<file path="src/rtl/id_exe_reg.sv">
// ID/EXE pipeline register: captures the decoded control word, operands, PC and
// tags, and supports branch flush, hazard bubble insertion and whole-pipe freeze.
module id_exe_reg #(
  parameter int ADDR_W = 32,
  parameter int DATA_W = 32
) (
  input  logic              clk,
  input  logic              rst,
  input  logic              freezeIn,
  input  logic              flushIn,
  input  logic              hazardIn,
  input  logic [3:0]        EXE_CMDIn,
  input  logic              MEM_R_ENIn,
  input  logic              MEM_W_ENIn,
  input  logic              WB_ENIn,
  input  logic              BIn,
  input  logic              SIn,
  input  logic [ADDR_W-1:0] PCIn,
  input  logic [DATA_W-1:0] Val_RnIn,
  input  logic [DATA_W-1:0] Val_RmIn,
  input  logic              immIn,
  input  logic [11:0]       shiftOperandIn,
  input  logic [23:0]       signedImm24In,
  input  logic [3:0]        destIn,
  input  logic [3:0]        src1In,
  input  logic [3:0]        src2In,
  input  logic              carryIn,
  output logic [3:0]        EXE_CMDOut,
  output logic              MEM_R_ENOut,
  output logic              MEM_W_ENOut,
  output logic              WB_ENOut,
  output logic              BOut,
  output logic              SOut,
  output logic [ADDR_W-1:0] PCOut,
  output logic [DATA_W-1:0] Val_RnOut,
  output logic [DATA_W-1:0] Val_RmOut,
  output logic              immOut,
  output logic [11:0]       shiftOperandOut,
  output logic [23:0]       signedImm24Out,
  output logic [3:0]        destOut,
  output logic [3:0]        src1Out,
  output logic [3:0]        src2Out,
  output logic              carryOut,
  output logic              validOut
);

  // Everything carried from ID to EXE, plus the valid bit that marks bubbles.
  typedef struct packed {
    logic [3:0]        exe_cmd;
    logic              mem_r_en;
    logic              mem_w_en;
    logic              wb_en;
    logic              b;
    logic              s;
    logic [ADDR_W-1:0] pc;
    logic [DATA_W-1:0] val_rn;
    logic [DATA_W-1:0] val_rm;
    logic              imm;
    logic [11:0]       shift_operand;
    logic [23:0]       signed_imm24;
    logic [3:0]        dest;
    logic [3:0]        src1;
    logic [3:0]        src2;
    logic              carry;
    logic              valid;
  } stage_t;

  typedef enum logic [1:0] {
    ACT_LOAD,
    ACT_HOLD,
    ACT_BUBBLE
  } action_e;

  stage_t  stage_in;
  stage_t  stage_q;
  stage_t  stage_next;
  action_e action;

  always_comb begin
    stage_in.exe_cmd       = EXE_CMDIn;
    stage_in.mem_r_en      = MEM_R_ENIn;
    stage_in.mem_w_en      = MEM_W_ENIn;
    stage_in.wb_en         = WB_ENIn;
    stage_in.b             = BIn;
    stage_in.s             = SIn;
    stage_in.pc            = PCIn;
    stage_in.val_rn        = Val_RnIn;
    stage_in.val_rm        = Val_RmIn;
    stage_in.imm           = immIn;
    stage_in.shift_operand = shiftOperandIn;
    stage_in.signed_imm24  = signedImm24In;
    stage_in.dest          = destIn;
    stage_in.src1          = src1In;
    stage_in.src2          = src2In;
    stage_in.carry         = carryIn;
    stage_in.valid         = 1'b1;
  end

  // Flush outranks freeze: a taken branch must squash the slot even while the
  // rest of the pipe is stalled. Freeze outranks hazard so a stall is not
  // turned into a lost instruction.
  always_comb begin
    if (flushIn) begin
      action = ACT_BUBBLE;
    end else if (freezeIn) begin
      action = ACT_HOLD;
    end else if (hazardIn) begin
      action = ACT_BUBBLE;
    end else begin
      action = ACT_LOAD;
    end
  end

  always_comb begin
    // NOTE: default assignment first so no path through the case leaves
    // stage_next unassigned, which would otherwise infer a latch.
    stage_next = stage_q;
    case (action)
      ACT_LOAD:   stage_next = stage_in;
      ACT_BUBBLE: stage_next = '0;
      default:    stage_next = stage_q;
    endcase
  end

  always_ff @(posedge clk or negedge rst) begin
    // NOTE: non-blocking assignments for all sequential state so every
    // register samples pre-edge values regardless of block ordering.
    if (!rst) begin
      stage_q <= '0;
    end else begin
      stage_q <= stage_next;
    end
  end

  assign EXE_CMDOut      = stage_q.exe_cmd;
  assign MEM_R_ENOut     = stage_q.mem_r_en;
  assign MEM_W_ENOut     = stage_q.mem_w_en;
  assign WB_ENOut        = stage_q.wb_en;
  assign BOut            = stage_q.b;
  assign SOut            = stage_q.s;
  assign PCOut           = stage_q.pc;
  assign Val_RnOut       = stage_q.val_rn;
  assign Val_RmOut       = stage_q.val_rm;
  assign immOut          = stage_q.imm;
  assign shiftOperandOut = stage_q.shift_operand;
  assign signedImm24Out  = stage_q.signed_imm24;
  assign destOut         = stage_q.dest;
  assign src1Out         = stage_q.src1;
  assign src2Out         = stage_q.src2;
  assign carryOut        = stage_q.carry;
  assign validOut        = stage_q.valid;

endmodule

</file>
<file path="config.mk">
export PLATFORM = sky130hd
export DESIGN_NAME = id_exe_reg
export DESIGN_NICKNAME = d
export VERILOG_FILES = /design/src/rtl/id_exe_reg.sv
export SDC_FILE = /design/constraint.sdc
export NUM_CORES = 1
export LEC_CHECK = 0
export BUFFER_PORTS_ARGS = -buffer_cell sky130_fd_sc_hd__buf_2
export CORE_AREA = 2 2 164 86
export DETAILED_ROUTE_END_ITERATION = 12
export DIE_AREA = 0 0 166 88
export PLACE_DENSITY = 0.75
export SYNTH_ARGS = -nofsm -noshare
export SYNTH_HDL_FRONTEND = slang
export SYNTH_SLANG_ARGS = --single-unit
</file>
<file path="constraint.sdc">
create_clock -name clk -period 2.3 [get_ports clk]
set_input_delay 0.46 -clock clk [delete_from_list [all_inputs] [get_ports clk]]
set_output_delay 0.46 -clock clk [all_outputs]
set_load 0.05 [all_outputs]
</file>
=== Yosys cells after proc, flatten, opt, wreduce, memory -nomap -nowiden ===
Index checks and enable logic that the tools add are counted.

* Logic and storage cells: 24
* Output and inout bits: 156
* Register bits: 156
* Input port bits: 160

* Reduce and logical (&&, ||, !) cells: 2
* Equal/unequal tests: 1
* Mux-type cells: 4

{| class="wikitable"
|+ Operators with widths
! operator !! count
|-
| 156-bit one-hot mux with 2 select lines || 1
|-
| 2-bit two-way mux || 3
|-
| 2-bit equality test (second input constant) || 1
|-
| 2-bit logical NOT || 1
|-
| 2-bit nonzero test || 1
|}

=== Longest topological paths before layout ===
Gate-level depths: netlist (run 1).

* Depth in word-level cells: 5
* Depth in mapped cells: 4
* Depth with buffers taken out: 2

=== Least setup slack after synthesis (run 1) ===
No wires, ideal clock.

* Path kind: input port to flip-flop
* Start: input port freezeIn
* End: register stage_q (netlist bit BOut)
* Setup time: 0.122 ns
* Data arrival time: 1.077 ns
* Slack: 1.102 ns
* Stages on the path: 4
* Buffers on the path: 2
* Cell sequence: nor2b_1 buf_4 buf_4 a32o_1

* Longest elaborated chain between the ends: 4
* Elaborated cells on any way between the ends: 6

{| class="wikitable"
|+ Ends and longest elaborated chain
! what !! RTL line !! text
|-
| from (decl) || 9 || <nowiki>input logic freezeIn,</nowiki>
|-
| 2-bit two-way mux * || 105 || <nowiki>end else if (freezeIn) begin</nowiki>
|-
| 2-bit two-way mux * || 103 || <nowiki>if (flushIn) begin</nowiki>
|-
| 2-bit equality test or 2-bit logical NOT (tied branches) || 118 || <nowiki>case (action)</nowiki>
|-
| 156-bit one-hot mux with 2 select lines or 2-bit nonzero test (tied branches) || - ||
|-
| to (signal assigned) || 131 || <nowiki>stage_q <= stage_next;</nowiki>
|-
| to (decl) || 75 || <nowiki>stage_t stage_q;</nowiki>
|}

Every way passes the cells marked *; elsewhere a longest branch is shown, timed or not.
A chain may end at the register's enable or synchronous reset.

=== Final worst setup path (run 1) ===
* Start: register stage_q (netlist bit Val_RnOut[10])
* End: output port Val_RnOut[10]

{| class="wikitable"
|+ RTL lines
! what !! RTL line !! text
|-
| to (decl) || 35 || <nowiki>output logic [DATA_W-1:0] Val_RnOut,</nowiki>
|}

No word-level cell between the ends.

==> qor.yml, run 1 <==
status: "complete, but fails checks"
violations: "negative hold slack"
syn_inst: 367
stdcell_count: 850
cts_hold_buf: 0
synth_area_per_cell_um2: 15.8
clockBufferDepth: 2
p_leak_nw: 4.26
ioPinCount: 316
r2r_start: "validOut"
viasPerCell: 5.69
crit_family: "flip-flops"
path_buf_inv: 1
design_area_um2: 8020
startpoint: "Val_RnOut[10]"
clk_pin_slew_ns: 0.07
p_sw_frac: 0.293
cp-endpoint: "Val_RnOut[10]"
yosysWarnings: 0
die_area_um2: 14600
final_nets: 821
rr_worst_depth: 2
detail-route-antenna-nets: 0
wl_per_cell_um: 19.0
first_pass_iters: 5
finalCriticalPeriod_ns: 1.53
setup_viol_count_final: 0
timing.fmax_ghz: 0.655
post_cts_buffers: 0
r2r-end: "validOut"
fin_crit_sh: 0.664
layout-drive-gt1-share: 0.536
synth-seq-cells: 156
hold_viol_final: 9
ir_drop_uv: 489
cp.required_ns: 1.84
crit_slowest_cell: "dfrtp_1"
r2r_slack_ns: 1.51
layout-area-overhead-vs-synth_pct: 38.7
fp-row-count: 30
hold_class: "input port to asynchronous set/reset pin"
p_seq_frac: 0.437
die_x_um: 166
finalSetupTns_ns: 0
maxSlewViolCount: 0
vias: 4838
io_buffers: 315
p_int_mw: 4.69
worstSetupStartpointType: "flop"
start_util: 0.439
diodes: 0
cts_resized: 0
cts.sinks: 156
cp_max_fo: 2
ctsHtreeMaxLevel: 4
cp.depth: 1
syn-cell-area_um2: 5780
tightestPinTransition_ns: 0.725
cp-end-kind: "output pin"
globalRouteOverflowTotal: 0
drc_errors: 0
drt_iter0_markers: 429
max_cap_viol_count: 0
grt_pass1_vias: 4811
path_cells: "buf_2"
antenna_found_initial: 0
clkPwrFrac: 0.420
power_frac_comb: 0.143
clockRootBuffer: "clkbuf_16"
cts_tree: "built"
die_h_um: 88
cts_made_buffers: 17
synth_cell_types: 10
placed_area_um2: 7440
place.gp.congestion: 0.836
path_class: "flop to output pin"
grt_usage: 0.217
rsz0062_at_grt: "false"
holdWs_ns: -0.0162
core-area_um2: 13200
grt_pass1_wl_um: 25200
grt_max_degree: 105
dp_hpwl_um: 11100
pwr_density_cell_nw_per_um2: 827
max-slew-margin-rel: 0.517
fin_skew_ns: 0
yosysSeqAreaShare: 0.675
clkLatencyLatePin_ns: 0.41
net-switching-power_mw: 1.95
critical_path_arrival_ns: 1.07
route.final.wire_length_um: 16200
placed_cells: 818
syn-num-nets: 527
slowest_delay_ns: 0.37
## stage by stage
step | setup slack, ns | util | total power, mW
floorplan | 1.10 | - | 3.55
global placement | 0.695 | 0.564 | 3.88
detailed placement | 0.618 | 0.564 | 3.91
CTS | 0.743 | 0.609 | 6.71
global route | 0.727 | 0.609 | 6.90
finish | 0.774 | 0.609 | 6.64
## worst min path at each step
stage               startpoint         end  slack, ns  cells past startpoint
floorplan                  rst        BOut       0.16                      0
global placement           rst   PCOut[10]       0.44                      1
detailed placement         rst   PCOut[10]       0.45                      1
CTS                        rst   PCOut[10]      0.005                      1
global route               rst   PCOut[10]       0.02                      1
finish                     rst  src2Out[2]      -0.02                      1
## cell usage in the layout (no fill, tap or decap), drive strengths merged
master / n
buf: 326
dfrtp: 156
a32o: 155
clkbuf: 18
inv: 10
clkinvlp: 2
clkinv: 2
nor2: 1
nor2b: 1
and2: 1
o21a: 1
bufinv: 1
## cells in the mapped netlist
cell type,count,area (µm²)
a32o_1,155,1550
and2_1,1,6.26
buf_2,31,155
buf_4,18,135
clkbuf_1,2,7.51
dfrtp_1,156,3900
inv_2,1,3.75
nor2_2,1,6.26
nor2b_1,1,6.26
o21a_1,1,7.51
## kinds of logic after synthesis
| family | count (synthesis) | synth area share |
|---|---|---|
| and+or+nand+nor | 3 | 0.00325 |
| AOI/OAI and AO/OA | 156 | 0.270 |
| DFF | 156 | 0.675 |
| buffers and inverters | 52 | 0.0521 |
## routing by layer
layer	GRT usage	wire length, µm	up-vias
met4	0.0688	204	0
li1	-	-	2132
met5	0	0	-
met2	0.358	8010	215
met3	0.0551	1090	18
met1	0.288	6860	2473
## flip-flops by register name (all words and copies together), names as in the netlist, 4 cells and up
name,count
PCOut,32
Val_RmOut,32
Val_RnOut,32
signedImm24Out,24
shiftOperandOut,12
EXE_CMDOut,4
destOut,4
src1Out,4
src2Out,4
## power by group through the flow
stage	Clock, mW	Combinational [mW]	Sequential, mW
finish	2.79	0.950	2.90
floorplan	0	0.232	3.32
CTS	2.85	0.959	2.90
global placement	0	0.936	2.95
detailed placement	0	0.957	2.95
global route	2.98	1.01	2.91
## final cells by class
cell class / instances / area, µm²
fill: 1060 / 5150
timing repair buffer: 326 / 1720
inverter: 1 / 6.26
clock inverter: 14 / 148
multi-input combinational: 159 / 1590
sequential: 156 / 3900
tap: 176 / 220
clock buffer: 18 / 439
No activity file was read; power rests on OpenSTA's default activity.
==> run 2, diff against run 1 <==
CORE_AREA = 2 2 166 87   (was 2 2 164 86)
DIE_AREA = 0 0 168 89   (was 0 0 166 88)
PLACE_DENSITY = 0.74   (was 0.75)
clock period = 1.5 ns   (was 2.3 ns; I/O delays follow)
==> qor.yml, run 2 (same netlist as run 1, synthesis figures left out) <==
status: "complete, no violations"
clockRootBuffer: "clkbuf_16"
r2r_slack_ns: 0.72
worstSetupStartpointType: "flop"
path_buf_inv: 1
grt_pass1_vias: 4626
design_area_um2: 8160
critical_path_arrival_ns: 1.06
vias: 4783
drc_errors: 0
detail-route-antenna-nets: 0
path_class: "flop to output pin"
post_cts_buffers: 0
ioPinCount: 316
globalRouteOverflowTotal: 0
crit_family: "flip-flops"
p_leak_nw: 4.30
cp-end-kind: "output pin"
setup_viol_count_final: 0
io_buffers: 315
crit_slowest_cell: "dfrtp_1"
cts_tree: "built"
hp-start: "Val_RmIn[13]"
ctsHtreeMaxLevel: 4
maxSlewViolCount: 0
viasPerCell: 5.57
die_h_um: 89
drt_iter0_markers: 345
hold_viol_final: 0
die_area_um2: 15000
cts_resized: 0
fp-row-count: 30
ir_drop_uv: 798
wl_per_cell_um: 18.7
cts.sinks: 156
route.final.wire_length_um: 16000
finalSetupTns_ns: 0
placed_area_um2: 7610
antenna_found_initial: 0
tightestPinTransition_ns: 0.408
layout-drive-gt1-share: 0.538
dp_hpwl_um: 11200
layout_common_cells: "314 x buf_2, 156 x dfrtp_1, 155 x a32o_1, 17 x clkbuf_16, 13 x buf_12"
clockBufferDepth: 2
finalCriticalPeriod_ns: 1.36
pwr_density_cell_nw_per_um2: 1210
rr_worst_depth: 2
cts_hold_buf: 1
hold_class: "input port to flop"
first_pass_iters: 7
fin_skew_ns: 0
mostFrequentLayoutCell: "buf_2"
max_cap_viol_count: 0
die_x_um: 168
timing.fmax_ghz: 0.736
grt_usage: 0.207
max-slew-margin-rel: 0.728
clkLatencyLatePin_ns: 0.39
place.gp.congestion: 0.845
holdPathStages: 2
slowest_delay_ns: 0.38
startpoint: "MEM_W_ENOut"
cts_made_buffers: 17
diodes: 0
start_util: 0.434
r2r_start: "validOut"
clk_pin_slew_ns: 0.07
nFillCells: 1112
fin_crit_sh: 0.906
hold-path-endpoint: "Val_RmOut[13]"
final_nets: 830
r2r-end: "validOut"
rsz0062_at_grt: "false"
cp_max_fo: 2
cp.required_ns: 1.20
layout-area-overhead-vs-synth_pct: 41.1
grt_pass1_wl_um: 24600
grt_max_degree: 57
core-area_um2: 13300
path_cells: "buf_2"
==> run 2: area by class of cell <==
class	count	area [µm²]	area share
Clock buffer	20	457	0.0560
Clock inverter	11	85.1	0.0104
Inverter	1	6.26	0.000767
Multi-Input combinational cell	159	1590	0.195
Sequential cell	156	3900	0.478
Tap cell	176	220	0.0270
Timing Repair Buffer	335	1900	0.233
==> run 2: worst max-delay path by stage <==
stage	endpoint	slack (ns)	depth (start not counted)
after CTS	MEM_W_ENOut	0.12	1
after floorplan	validOut	0.46	2
after detailed placement	signedImm24Out[8]	0.24	5
after global routing	shiftOperandOut[9]	0.09	1
after global placement	Val_RmOut[7]	0.28	5
final	MEM_W_ENOut	0.14	1
==> run 2: power by group <==
| part | switching [mW] | leakage (nW) | total [mW] | internal [mW] |
|---|---|---|---|---|
| Combinational | 1.05 | 1.92 | 1.52 | 0.470 |
| Sequential | 0.0789 | 2.13 | 4.44 | 4.36 |
| Clock | 1.72 | 0.248 | 3.94 | 2.22 |
| Total | 2.85 | 4.30 | 9.90 | 7.05 |
==> run 2: layer usage <==
layer,routed length [µm],global-route usage,vias up
li1,-,-,2145
met5,0,0,-
met3,805,0.0421,18
met2,8450,0.363,153
met1,6570,0.269,2467
met4,218,0.0585,0
==> run 2: stage by stage <==
| step | total power [mW] | hold slack (ns) | std cells | util | setup WS (ns) |
|---|---|---|---|---|---|
| after floorplan | 5.44 | 0.00441 | 367 | - | 0.457 |
| after CTS | 10.0 | 0.128 | 858 | 0.612 | 0.124 |
| after detailed placement | 6.04 | 0.251 | 826 | 0.571 | 0.238 |
| after global routing | 10.3 | 0.125 | 858 | 0.612 | 0.0865 |
| after global placement | 6.02 | 0.242 | 826 | 0.571 | 0.280 |
| final | 9.90 | 0.142 | 858 | 0.612 | 0.141 |
